**src/rtl/rpn_stack_alu.sv**
```systemverilog
// RPN operand stack with an ALU on the top two entries. One command per valid/ready
// handshake. Multiply is a WIDTH-step shift-add; every other command retires in one cycle.
module rpn_stack_alu #(
  parameter  int WIDTH = 8,
  parameter  int DEPTH = 4,
  localparam int CW    = $clog2(DEPTH + 1)
) (
  input  logic             CLOCK_50,
  input  logic             rst_n,
  input  logic             in_valid,
  output logic             in_ready,
  input  logic [2:0]       op,
  input  logic [WIDTH-1:0] operand,
  output logic             done,
  output logic [WIDTH-1:0] top,
  output logic [WIDTH-1:0] second,
  output logic [CW-1:0]    count,
  output logic             busy,
  output logic             err_under,
  output logic             err_over,
  output logic             err_arith
);

  localparam logic [2:0] OP_PUSH  = 3'b000;
  localparam logic [2:0] OP_ADD   = 3'b001;
  localparam logic [2:0] OP_SUB   = 3'b010;
  localparam logic [2:0] OP_MUL   = 3'b011;
  localparam logic [2:0] OP_DUP   = 3'b100;
  localparam logic [2:0] OP_SWAP  = 3'b101;
  localparam logic [2:0] OP_DROP  = 3'b110;
  localparam logic [2:0] OP_CLEAR = 3'b111;
  localparam int         SW       = $clog2(WIDTH + 1);

  typedef enum logic {ST_IDLE, ST_MUL} state_t;

  state_t               state_reg, state_next;
  logic [WIDTH-1:0]     stack_reg [DEPTH];
  logic [WIDTH-1:0]     stack_next [DEPTH];
  logic [CW-1:0]        count_reg, count_next;
  logic                 done_reg, done_next;
  logic                 under_reg, under_next;
  logic                 over_reg, over_next;
  logic                 arith_reg, arith_next;
  logic [2*WIDTH-1:0]   mcand_reg, mcand_next;
  logic [WIDTH-1:0]     mplier_reg, mplier_next;
  logic [2*WIDTH-1:0]   acc_reg, acc_next;
  logic [SW-1:0]        step_reg, step_next;

  logic [WIDTH:0]       sum_ext, diff_ext;
  logic [2*WIDTH-1:0]   partial;
  logic                 lt_two, is_empty, is_full;

  assign sum_ext  = {1'b0, stack_reg[1]} + {1'b0, stack_reg[0]};
  assign diff_ext = {1'b0, stack_reg[1]} - {1'b0, stack_reg[0]};
  assign partial  = acc_reg + (mplier_reg[0] ? mcand_reg : '0);
  assign lt_two   = count_reg < CW'(2);
  assign is_empty = count_reg == '0;
  assign is_full  = count_reg == CW'(DEPTH);

  // Entries at or beyond count are always kept zero, so top/second need no masking.
  always_comb begin
    state_next  = state_reg;
    stack_next  = stack_reg;
    count_next  = count_reg;
    done_next   = 1'b0;
    under_next  = under_reg;
    over_next   = over_reg;
    arith_next  = arith_reg;
    mcand_next  = mcand_reg;
    mplier_next = mplier_reg;
    acc_next    = acc_reg;
    step_next   = step_reg;
    case (state_reg)
      ST_IDLE: begin
        if (in_valid) begin
          done_next = 1'b1;
          case (op)
            OP_PUSH, OP_DUP: begin
              if (op == OP_DUP && is_empty) begin
                under_next = 1'b1;
              end else if (is_full) begin
                over_next = 1'b1;
              end else begin
                for (int i = 1; i < DEPTH; i++) stack_next[i] = stack_reg[i-1];
                stack_next[0] = (op == OP_PUSH) ? operand : stack_reg[0];
                count_next    = count_reg + CW'(1);
              end
            end
            OP_ADD, OP_SUB: begin
              if (lt_two) begin
                under_next = 1'b1;
              end else begin
                for (int i = 1; i < DEPTH - 1; i++) stack_next[i] = stack_reg[i+1];
                stack_next[DEPTH-1] = '0;
                stack_next[0] = (op == OP_ADD) ? sum_ext[WIDTH-1:0] : diff_ext[WIDTH-1:0];
                arith_next    = arith_reg | ((op == OP_ADD) ? sum_ext[WIDTH] : diff_ext[WIDTH]);
                count_next    = count_reg - CW'(1);
              end
            end
            OP_MUL: begin
              if (lt_two) begin
                under_next = 1'b1;
              end else begin
                done_next   = 1'b0;
                state_next  = ST_MUL;
                mcand_next  = {{WIDTH{1'b0}}, stack_reg[1]};
                mplier_next = stack_reg[0];
                acc_next    = '0;
                step_next   = '0;
              end
            end
            OP_SWAP: begin
              if (lt_two) begin
                under_next = 1'b1;
              end else begin
                stack_next[0] = stack_reg[1];
                stack_next[1] = stack_reg[0];
              end
            end
            OP_DROP: begin
              if (is_empty) begin
                under_next = 1'b1;
              end else begin
                for (int i = 0; i < DEPTH - 1; i++) stack_next[i] = stack_reg[i+1];
                stack_next[DEPTH-1] = '0;
                count_next = count_reg - CW'(1);
              end
            end
            default: begin
              for (int i = 0; i < DEPTH; i++) stack_next[i] = '0;
              count_next = '0;
              under_next = 1'b0;
              over_next  = 1'b0;
              arith_next = 1'b0;
            end
          endcase
        end
      end
      ST_MUL: begin
        acc_next    = partial;
        mcand_next  = mcand_reg << 1;
        mplier_next = mplier_reg >> 1;
        step_next   = step_reg + SW'(1);
        // Last shift-add step: commit the product and pop one entry.
        if (step_reg == SW'(WIDTH - 1)) begin
          for (int i = 1; i < DEPTH - 1; i++) stack_next[i] = stack_reg[i+1];
          stack_next[DEPTH-1] = '0;
          stack_next[0] = partial[WIDTH-1:0];
          arith_next    = arith_reg | (|partial[2*WIDTH-1:WIDTH]);
          count_next    = count_reg - CW'(1);
          done_next     = 1'b1;
          state_next    = ST_IDLE;
        end
      end
      default: state_next = ST_IDLE;
    endcase
  end

  always_ff @(posedge CLOCK_50 or negedge rst_n) begin
    if (!rst_n) begin
      state_reg  <= ST_IDLE;
      for (int i = 0; i < DEPTH; i++) stack_reg[i] <= '0;
      count_reg  <= '0;
      done_reg   <= 1'b0;
      under_reg  <= 1'b0;
      over_reg   <= 1'b0;
      arith_reg  <= 1'b0;
      mcand_reg  <= '0;
      mplier_reg <= '0;
      acc_reg    <= '0;
      step_reg   <= '0;
    end else begin
      state_reg  <= state_next;
      stack_reg  <= stack_next;
      count_reg  <= count_next;
      done_reg   <= done_next;
      under_reg  <= under_next;
      over_reg   <= over_next;
      arith_reg  <= arith_next;
      mcand_reg  <= mcand_next;
      mplier_reg <= mplier_next;
      acc_reg    <= acc_next;
      step_reg   <= step_next;
    end
  end

  assign in_ready  = (state_reg == ST_IDLE);
  assign busy      = (state_reg == ST_MUL);
  assign done      = done_reg;
  assign top       = stack_reg[0];
  assign second    = stack_reg[1];
  assign count     = count_reg;
  assign err_under = under_reg;
  assign err_over  = over_reg;
  assign err_arith = arith_reg;

endmodule

```
**config.mk**
```make
export PLATFORM = sky130hd
export DESIGN_NAME = rpn_stack_alu
export DESIGN_NICKNAME = d
export VERILOG_FILES = /design/src/rtl/rpn_stack_alu.sv
export SDC_FILE = /design/constraint.sdc
export NUM_CORES = 1
export LEC_CHECK = 0
export CAP_MARGIN = 10
export CORE_ASPECT_RATIO = 0.9
export CORE_MARGIN = 4
export CORE_UTILIZATION = 60
export CTS_CLUSTER_SIZE = 8
export DETAILED_ROUTE_END_ITERATION = 10
export PLACE_DENSITY = 0.83
export SLEW_MARGIN = 20
export SYNTH_ARGS = -nofsm -noshare
export SYNTH_HDL_FRONTEND = slang
export SYNTH_SLANG_ARGS = --single-unit
export TNS_END_PERCENT = 20
```
**constraint.sdc**
```tcl
create_clock -name CLOCK_50 -period 5 [get_ports CLOCK_50]
set_input_delay 1 -clock CLOCK_50 [delete_from_list [all_inputs] [get_ports CLOCK_50]]
set_output_delay 1 -clock CLOCK_50 [all_outputs]
set_load 0.01 [all_outputs]
```
==> impl_metrics.csv <==
group,metric,value,unit
cts,cts_max_level,3,
timing,fin_crit,3.39,ns
synth,synth.distinct_cells,57,
critical_path,worstPathCellList,"clkdlybuf4s50_1, nor2_1, nand2_1, o211ai_1, buf_2, mux2_2",
global_route,grt_antenna_before_repair,0,
timing,tightest_slew,0.885,ns
detailed_routing,drt-initial-drc-count,562,
cts,clkTransAtPathRegs,0.09,ns
placement,dp_hpwl,9.57,mm
synth,synth_warnings,0,
synth,synthesis.nets,724,
timing,fin_crit_sh,67.8,%
critical_path,critPathMaxStageDelay,0.69,ns
synth,synth-compound-area-share,23.6,%
detailed_routing,drtAntennaViolNets,0,
critical_path,start_kind,"input port",
cts,clock_latency,0.36,ns
synth,synthXorXnorAreaFrac,3.56,%
cts,post_cts_buffers,0,
timing,rsz0062_at_grt,"no",
timing,fin_skew,0.00894,ns
detailed_routing,wl,13.6,mm
finish,fill_cells,765,
timing,setup_violations,0,
placement,dpl-instance-area,0.00597,sq mm
pwr,power,0.00306,W
detailed_routing,post_drt_wl_per_cell,16.9,um
timing,slew-limit-headroom,41.0,%
global_route,overflow,0,
timing,finalSetupTns,0,ns
cts,cts_tree,"yes",
timing,post-route-worst-setup-slack,1.61,ns
critical_path,cp_top_family,"buffers and inverters",
critical_path,crit_required,5.25,ns
detailed_routing,drc,0,
synth,synth_ff_type,"dfrtp_1",
cts,cts.repair.resized,0,
finish,final_area,0.00620,sq mm
critical_path,worst-path-buf-inv,2,
pwr,ir_drop,0.283,mV
cts,clkSinkCount,84,
finish,syn2layout_area_growth,9.69,%
detailed_routing,vias,4938,
synth,avgSynthCellArea,8.41,sq um
floorplan,die_area,0.0110,sq mm
detailed_routing,route.top_layer_used,"met4",
floorplan,placeableCoreArea,0.00917,sq mm
critical_path,path_max_fanout,17,
synth,synthArstFlopShare,100,%
synth,synth_fa_ha_area_share,8.81,%
synth,synth_most_common_cell,"nand2_1",
synth,synth_top_family_by_area,"compound AO/OA/AOI/OAI gates",
finish,drive_gt1_share,5.83,%
timing,report.final.slew_viol_count,0,
floorplan,die_height,100,um
global_route,grt_pass1_wl,23.3,mm
synth,syn_inst,672,
synth,synth.top_cell.area_share,37.2,%
job,max_cap_viol_count,0,
detailed_routing,wl_met1,6.18,mm
timing,hold_violations,0,
global_route,grt_pass1_vias,4733,
cts,root_buffer,"clkbuf_8",
pwr,powerDensity,493,mW/mm^2
placement,gp_congestion,0.952,
finish,nets,733,
synth,ys_ff_latch,84,
global_route,track_usage,26.5,%
detailed_routing,firstDrtPassIters,5,
floorplan,start_util,61.7,%
pwr,leakagePower,2.75,nW
detailed_routing,dr_wl_met3,824,um
timing,fmax,295,MHz
finish,antenna_cells,0,
critical_path,cpMaxStageDelayCell,"clkdlybuf4s50_1",
detailed_routing,wl_met2,6.47,mm
placement,dpl.cell_count,791,
min_path,min_path_type,"flip-flop to flip-flop",
detailed_routing,vias_per_cell,6.11,
floorplan,num_rows,33,
placement,place_ws,1.19,ns
cts,clockBufferDepth,2,
floorplan,die_w,110,um
synth,synth_mux_area_share,2.92,%
finish,final_cells,808,
synth,yosys.area.top_type,"dfrtp_1",
cts,cts_hold_buf,0,
critical_path,critPathKind,"input port to flip-flop",
critical_path,worstPathArrival,3.64,ns
cts,cts_made_buffers,9,
synth,synth_area_leaders,"dfrtp_1 (37%), ha_1 (7.7%), nand2_1 (7.5%)",
placement,numPortBuffers,38,
critical_path,cp-end-kind,"flip-flop",
synth,yosys.area_share.simple,17.5,%
global_route,grt_max_degree,85,
synth,syn_area,0.00565,sq mm
synth,seq_area_frac_synth,37.2,%
synth,synthTopCellsByCount,"nand2_1 (113), dfrtp_1 (84), o21ai_0 (54)",
synth,synth_edf_count,0,
floorplan,io_pins,39,
outcome,status,"finished, final reports clean",
layout by cell type, fill, tap and decap left out, types with 2 or more instances in the layout:
cell type and n:
a2111oi_0 2, a211oi_1 4, a211oi_2 3, a21o_1 6, a21oi_1 51, a221oi_1 3, a22o_1 2, a22oi_1 19
a31oi_1 4, and2_1 17, and3_1 2, buf_4 9, bufinv_16 2, clkbuf_8 9, clkdlybuf4s50_1 37, clkinvlp_4 2
dfrtp_1 83, fa_1 3, ha_1 35, inv_1 22, inv_6 2, mux2_2 3, mux2i_1 12, nand2_1 113
nand2b_1 4, nand3_1 11, nand4_1 5, nor2_1 35, nor2b_1 9, nor3_1 8, nor3b_1 2, o21a_1 5
o21ai_0 54, o21ai_1 44, o21bai_1 6, o22ai_1 2, o31ai_1 8, or3_1 3, xnor2_1 13, xor2_1 10
per-layer routing:
layer / vias up / track usage [%]
li1: 2362 / -
met1: 2362 / 38.0
met2: 190 / 41.4
met3: 24 / 5.14
met4: 0 / 6.72
met5: - / 0
power breakdown:
part	total, W	internal, W	switching, W
Combinational	0.00142	0.000600	0.000823
Clock	0.000553	0.000284	0.000268
Sequential	0.00108	0.000855	0.000226
Total	0.00306	0.00174	0.00132
layout make-up:
cell class,count,area [sq um],area share (%)
clock inverter,7,97.6,1.57
inverter,22,82.6,1.33
timing repair buffer,48,454,7.32
multi-input combinational,516,3190,51.4
sequential,84,2100,33.9
tap,122,153,2.46
clock buffer,9,124,2.00
logic make-up after synthesis:
logic type,Yosys count
multiplexers,16
XOR/XNOR,23
adder cells (fa/ha/maj),38
AO/OA/AOI/OAI,223
flip-flops,84
AND/OR/NAND/NOR,216
buffers and inverters,72
worst paths after layout:
check | cells past startpoint | from | end | slack, ns
min in group asynchronous | 1 | rst_n | acc_reg[14]$_DFFE_PN0P_ | 0.68
worst min-delay path | 1 | acc_reg[7]$_DFFE_PN0P_ | acc_reg[7]$_DFFE_PN0P_ | 0.49
worst min register to register | 1 | acc_reg[7]$_DFFE_PN0P_ | acc_reg[7]$_DFFE_PN0P_ | 0.49
worst max-delay path | 6 | op[0] | top[1]$_DFFE_PN0P_ | 1.61
worst max register to register | 11 | mplier_reg[0]$_DFFE_PN0P_ | err_arith$_DFFE_PN0P_ | 1.76
max in group asynchronous | 1 | rst_n | busy$_DFF_PN0_ | 3.78
stage by stage:
stage | utilization (%) | hold slack (ns)
floorplan | - | 0.449
global placement | 65.1 | 0.466
detailed placement | 65.1 | 0.474
CTS | 67.6 | 0.495
global route | 67.6 | 0.528
finish | 67.6 | 0.494
(Power assumes the default switching activity.)
